**config.mk**
```make
export PLATFORM = sky130hd
export DESIGN_NAME = ram_port_arbiter
export DESIGN_NICKNAME = d
export VERILOG_FILES = /design/src/rtl/ram_arb_pkg.sv /design/src/rtl/rr_pick2.sv /design/src/rtl/ram_port_arbiter.sv
export SDC_FILE = /design/constraint.sdc
export NUM_CORES = 1
export LEC_CHECK = 0
export BUFFER_PORTS_ARGS = -buffer_cell sky130_fd_sc_hd__buf_4
export CORE_UTILIZATION = 46
export CTS_BUF_LIST = sky130_fd_sc_hd__clkbuf_4 sky130_fd_sc_hd__clkbuf_8
export DETAILED_ROUTE_END_ITERATION = 8
export PLACE_DENSITY = 0.86
export SETUP_SLACK_MARGIN = 0.2
export SYNTH_ARGS = -nofsm -noshare
export SYNTH_HDL_FRONTEND = slang
export SYNTH_SLANG_ARGS = --single-unit
```
**constraint.sdc**
```tcl
create_clock -name clock -period 3.8 [get_ports clock]
set_clock_uncertainty 0.1 [all_clocks]
set_input_delay 0.95 -clock clock [delete_from_list [all_inputs] [get_ports clock]]
set_output_delay 0.95 -clock clock [all_outputs]
set_load 0.005 [all_outputs]
```
**src/rtl/ram_arb_pkg.sv**
```systemverilog
// Shared definitions for the main_memory port arbiter: FSM encoding and RAM geometry.
// RAM_ADDR_W/RAM_DATA_W describe the 1024x8 main_memory.
package ram_arb_pkg;

   localparam int unsigned RAM_ADDR_W = 10;
   localparam int unsigned RAM_DATA_W = 8;

   typedef enum logic [1:0] {
      IDLE  = 2'd0,
      ISSUE = 2'd1,
      RESP  = 2'd2
   } arb_state_t;

   // Round-robin choice for two requesters; on a tie the port that did not go last wins.
   function automatic logic rr_choose(input logic req0, input logic req1, input logic last);
      logic sel;
      if (req0 && req1) begin
         sel = ~last;
      end else begin
         sel = req1;
      end
      return sel;
   endfunction

endpackage : ram_arb_pkg

```
**src/rtl/rr_pick2.sv**
```systemverilog
// Combinational 2-way round-robin picker: sel is the winning port, any flags a pending request.
module rr_pick2
   import ram_arb_pkg::*;
(
   input  logic req0,
   input  logic req1,
   input  logic last,
   output logic sel,
   output logic any
);

   always_comb begin
      any = req0 | req1;
      sel = rr_choose(req0, req1, last);
   end

endmodule : rr_pick2

```
**src/rtl/ram_port_arbiter.sv**
```systemverilog
// Two-port round-robin arbiter owning the main_memory command bus.
// One access in flight: IDLE -> ISSUE -> (read) RESP -> IDLE; writes return from ISSUE.
module ram_port_arbiter
   import ram_arb_pkg::*;
#(
   parameter int unsigned ADDR_W = RAM_ADDR_W,
   parameter int unsigned DATA_W = RAM_DATA_W
) (
   input  logic              clock,
   input  logic              reset,
   input  logic              req0,
   input  logic              we0,
   input  logic [ADDR_W-1:0] addr0,
   input  logic [DATA_W-1:0] wdata0,
   output logic              gnt0,
   output logic              rvalid0,
   input  logic              req1,
   input  logic              we1,
   input  logic [ADDR_W-1:0] addr1,
   input  logic [DATA_W-1:0] wdata1,
   output logic              gnt1,
   output logic              rvalid1,
   output logic [DATA_W-1:0] rdata,
   output logic              mem_en,
   output logic              mem_we,
   output logic [ADDR_W-1:0] mem_addr,
   output logic [DATA_W-1:0] mem_wdata,
   input  logic [DATA_W-1:0] mem_rdata
);

   arb_state_t        state;
   arb_state_t        state_next;
   logic              last;
   logic              sel;
   logic              any;

   logic              last_d;
   logic              en_d;
   logic              we_d;
   logic [ADDR_W-1:0] addr_d;
   logic [DATA_W-1:0] wdata_d;
   logic              gnt0_d;
   logic              gnt1_d;
   logic              rvalid0_d;
   logic              rvalid1_d;

   rr_pick2 u_pick (
      .req0 (req0),
      .req1 (req1),
      .last (last),
      .sel  (sel),
      .any  (any)
   );

   assign rdata = mem_rdata;

   always_ff @(posedge clock or posedge reset) begin
      if (reset) begin
         state <= IDLE;
      end else begin
         state <= state_next;
      end
   end

   // mem_we still holds the in-flight direction during ISSUE, so it doubles as the read/write branch.
   always_comb begin
      state_next = state;
      unique case (state)
         IDLE:    state_next = any ? ISSUE : IDLE;
         ISSUE:   state_next = mem_we ? IDLE : RESP;
         RESP:    state_next = IDLE;
         default: state_next = IDLE;
      endcase
   end

   // last doubles as the owner of the access in flight, which steers rvalid.
   always_comb begin
      last_d    = last;
      en_d      = 1'b0;
      we_d      = 1'b0;
      addr_d    = mem_addr;
      wdata_d   = mem_wdata;
      gnt0_d    = 1'b0;
      gnt1_d    = 1'b0;
      rvalid0_d = 1'b0;
      rvalid1_d = 1'b0;
      unique case (state)
         IDLE: begin
            if (any) begin
               en_d    = 1'b1;
               we_d    = sel ? we1 : we0;
               addr_d  = sel ? addr1 : addr0;
               wdata_d = sel ? wdata1 : wdata0;
               gnt0_d  = ~sel;
               gnt1_d  = sel;
               last_d  = sel;
            end
         end
         ISSUE: begin
            if (!mem_we) begin
               rvalid0_d = ~last;
               rvalid1_d = last;
            end
         end
         RESP: begin
         end
         default: begin
         end
      endcase
   end

   always_ff @(posedge clock or posedge reset) begin
      if (reset) begin
         last      <= 1'b1;
         mem_en    <= 1'b0;
         mem_we    <= 1'b0;
         mem_addr  <= '0;
         mem_wdata <= '0;
         gnt0      <= 1'b0;
         gnt1      <= 1'b0;
         rvalid0   <= 1'b0;
         rvalid1   <= 1'b0;
      end else begin
         last      <= last_d;
         mem_en    <= en_d;
         mem_we    <= we_d;
         mem_addr  <= addr_d;
         mem_wdata <= wdata_d;
         gnt0      <= gnt0_d;
         gnt1      <= gnt1_d;
         rvalid0   <= rvalid0_d;
         rvalid1   <= rvalid1_d;
      end
   end

   a_gnt_onehot: assert property (@(posedge clock) disable iff (reset) !(gnt0 && gnt1));
   a_rvalid_onehot: assert property (@(posedge clock) disable iff (reset) !(rvalid0 && rvalid1));
   a_gnt_with_en: assert property (@(posedge clock) disable iff (reset) (gnt0 || gnt1) == mem_en);

endmodule : ram_port_arbiter

```
# ---- After elaboration in Yosys (flattened, before gate mapping)
# Index checks and enable logic that the tools add are counted.
dict set report op_classes {
  add_sub_neg 0
  mul 0
  div_mod_pow 0
  magnitude_cmp 0
  eq_ne 1
  shifts 0
  n_mux 19
  bitwise 3
  reduce_logical 3
}
# op count
set ops {}
lappend ops {{1-bit two-way mux} 15}
lappend ops {{10-bit two-way mux} 1}
lappend ops {{8-bit two-way mux} 1}
lappend ops {{2-bit case mux with 2 select lines} 1}
lappend ops {{2-bit by 1-bit equality test with 1-bit output (second input constant)} 1}
lappend ops {{2-bit zero test} 1}
lappend ops {{2-bit two-way mux} 1}
lappend ops {{1-bit inverter} 2}
lappend ops {{2-bit AND reduction} 1}
lappend ops {{1-bit logical AND} 1}
lappend ops {{1-bit bitwise OR} 1}
dict set report totals {
  ff_bits 27
  latchBits 0
  ramBits 0
  mem_bits_ro 0
  inputBits 50
  elab_cells 36
  n_memories 0
}

# ---- Depth between registers and ports, before layout
dict set report depth {
  word_depth 5
  depth_mapped 6
  mapped_depth_nobuf 4
}

# ---- Hierarchy
# From an unflattened synthesis, not the netlist that was laid out.
dict set report unflattened {
  cells_unflattened 88
  hier_area_um2 1295.0
}
# module n_inst cells_each area_each_um2 seq_area_each_um2
set by_module_without_submodules {}
lappend by_module_without_submodules {ram_port_arbiter 1 86 1281.2 676.9}
lappend by_module_without_submodules {rr_pick2 1 2 13.8 0.0}

# ---- Worst setup path after synthesis
# OpenSTA, ideal clock, no wires.
dict set report synth_timing {
  kind {input -> output}
  start {input mem_rdata[0]}
  end {output rdata[0]}
  t_arrival_ps 1061
  required_ps 2750
  slack_ps 1689
  cell_stages 1
  cell_sequence {buf_4}
}
# element line
set synth_lines {}
lappend synth_lines {{start: declaration} ram_port_arbiter.sv:28} ;# input logic [DATA_W-1:0] mem_rdata
lappend synth_lines {{end: declaration} ram_port_arbiter.sv:23} ;# output logic [DATA_W-1:0] rdata,
# No word-level cell between the ends.

# ---- Final worst setup path
dict set report layout_timing {
  start {input mem_rdata[1]}
  end {output rdata[1]}
}
# No word-level cell between the ends.

==> out/metrics.cfg <==
[clocking]
clock_sinks=27
clockRootBuffer=clkbuf_4
cts_buffers=3
cts.htree.levels=1
cts_tree=done
cts_buffer_depth=2
path_clk_slew_ns=0.15
cts_hold_buf=0
clk_latency_ns=0.32
ctsResizeCount=0
cts_setup_buffers=0

[pwr]
switchingPower_w=0.000423
power_w=0.00117
p_clk_share_pct=11.1
p_seq_share_pct=43.8
power_density_mw_per_mm2=689
swShare_pct=36.1
p_comb_share_pct=45.1
irDropWorstVdd_uv=378
internal_power_w=0.000749
p_leak_nw=0.837

[cells_and_area]
postLayoutCellArea_mm2=0.00170
drive_above_1_share_pct=40.1
num_antenna_cells=0
nNetsFinal=238
n_fill_cell=209
finalNonFillerCells=217
syn_to_final_growth_pct=35.2

[sta]
post-route-period-util_pct=52.6
fin_setup_tns_ns=0
finalHoldViolCount=0
min_period_ns=2.00
finalMaxSlewViolations=0
fmax_ghz=0.500
max_slew_margin_pct=33.6
grt_setup_unrepaired=no
whs_ns=0.388
setup_viol_count_final=0
worstMarginPinSlew_ns=0.994

[setup_path]
path_class=primary input to output pin
critPathMaxFanout=1
endpoint_kind=output pin
arrival_ns=0.95
rr_startpoint=state[1]$_DFF_PP0_
required_ns=2.75
start_kind=primary input
r2r_slack_ns=2.31
critPathLaunch=mem_rdata[1]

[die]
row_count=18
die_w_um=54.3
dieArea_mm2=0.00295
start_util_pct=49.9
num_io_pins=82
core_mm2=0.00252
die_h_um=54.3

[place]
portBuffers=65
place_congestion=0.738
dp.cells=213
dp_hpwl_um=2280
dpl_cell_area_mm2=0.00167

[global_route]
grt_max_degree=28
grtUsageMet2_pct=40.4
grt_pass1_wl_um=4610
grt_pass1_vias=1076
top_usage_layer=met2
use_met1_pct=25.2
grt_util_met3_pct=3.06
grt_usage_pct=21.7
antenna_found_initial=0
grt-ovfl-total=0

[synthesis]
syn_nets=184
syn_area_per_cell_um2=9.39
synthesis.area_mm2=0.00126
synth_seq_cells=27
synth_area_leader_cell=dfrtp_1
ys_types=20
ys_warn_count=0
yosys-top-cells-area=dfrtp_1 52%, nand2_1 11%, a31oi_1 9.4%
yosysSeqAreaShare_pct=53.8
netlist.area_leader.share_pct=51.7
postSynthCellCount=134

[run_status]
status=completed

[drt]
ant_nets=0
vias=1143
drt_wl_total_um=3070
drc=0
drtPass1Iterations=4
drt_iter0_drc=27
routedWlPerCell_um=14.1
viasPerCell=5.27

[worst_hold_path]
min_from=mem_we$_DFF_PP0_
worstHoldPathType=flop to flop

[flow_run]
max_cap_viol_count=0

-- synthesized netlist by cell type --
cell type,instances
a21bo_2,1
a21boi_1,1
a21oi_1,20
a31oi_1,19
and2_1,1
buf_2,6
buf_4,9
buf_6,2
dfrtp_1,26
dfstp_2,1
inv_1,2
inv_6,1
nand2_1,38
nand2_8,1
nor2_1,1
nor2_4,1
nor2b_1,1
nor3_1,1
nor3b_1,1
or2_1,1
-- power by group through the flow --
| stage | Combinational [W] | Sequential [W] | Clock, W |
|---|---|---|---|
| after floorplan | 0.000279 | 0.000515 | 0 |
| final | 0.000529 | 0.000513 | 0.000130 |
| after detailed placement | 0.000535 | 0.000519 | 0 |
| after global routing | 0.000584 | 0.000526 | 0.000145 |
| after CTS | 0.000535 | 0.000513 | 0.000129 |
| after global placement | 0.000514 | 0.000513 | 0 |
-- cell type report --
cell class	count	area, um2	share of cell area (%)
inverter	3	16.3	0.956
clock buffer	4	30.0	1.76
multi-input combinational	87	445	26.2
timing repair buffer	66	495	29.1
tap	30	37.5	2.21
sequential	27	677	39.8
-- per-layer routing --
layer | routed length [um] | up-vias
li1 | - | 558
met1 | 1240 | 554
met2 | 1710 | 29
met3 | 96 | 2
met5 | 0 | -
met4 | 22 | 0
-- metrics by stage --
step / setup WS [ns] / utilization (%)
after floorplan: 1.69 / -
after global placement: 1.62 / 66.3
after detailed placement: 1.56 / 66.3
after CTS: 1.80 / 67.5
after global routing: 1.80 / 67.5
final: 1.80 / 67.5
-- worst paths after layout --
kind                                       endpoint  cells after the start
hold reg to reg                  state[1]$_DFF_PP0_                      1
hold / removal                   state[1]$_DFF_PP0_                      1
setup reg to reg           mem_wdata[0]$_DFFE_PP0P_                      4
max in group asynchronous          mem_we$_DFF_PP0_                      2
min in group asynchronous          mem_en$_DFF_PP0_                      2
setup / recovery                           rdata[1]                      0
-- cell usage in the layout (no fill, tap or decap), drive strengths merged --
cell / netlist / routed
a21bo: 1 / 1
a21boi: 1 / 1
a21oi: 20 / 20
a31oi: 19 / 19
and2: 1 / 1
buf: 17 / 66
clkbuf: 0 / 4
dfrtp: 26 / 26
dfstp: 1 / 1
inv: 3 / 3
nand2: 39 / 39
nor2: 2 / 2
nor2b: 1 / 1
nor3: 1 / 1
nor3b: 1 / 1
or2: 1 / 1
-- logic make-up after synthesis --
kind of cell	count (synthesis)	share of synthesized area, %
AND/OR/NAND/NOR	46	16.6
AO/OA/AOI/OAI	41	18.8
buffers and inverters	20	10.8
flip-flops	27	53.8
-- sequential cells by signal, summed over array words and instances, names as in the netlist --
register,flops
mem_we,1
gnt0,1
state,2
rvalid1,1
mem_addr,10
mem_wdata,8
mem_en,1
last,1
gnt1,1
rvalid0,1
Note: power is estimated with default switching activity, not from simulation.
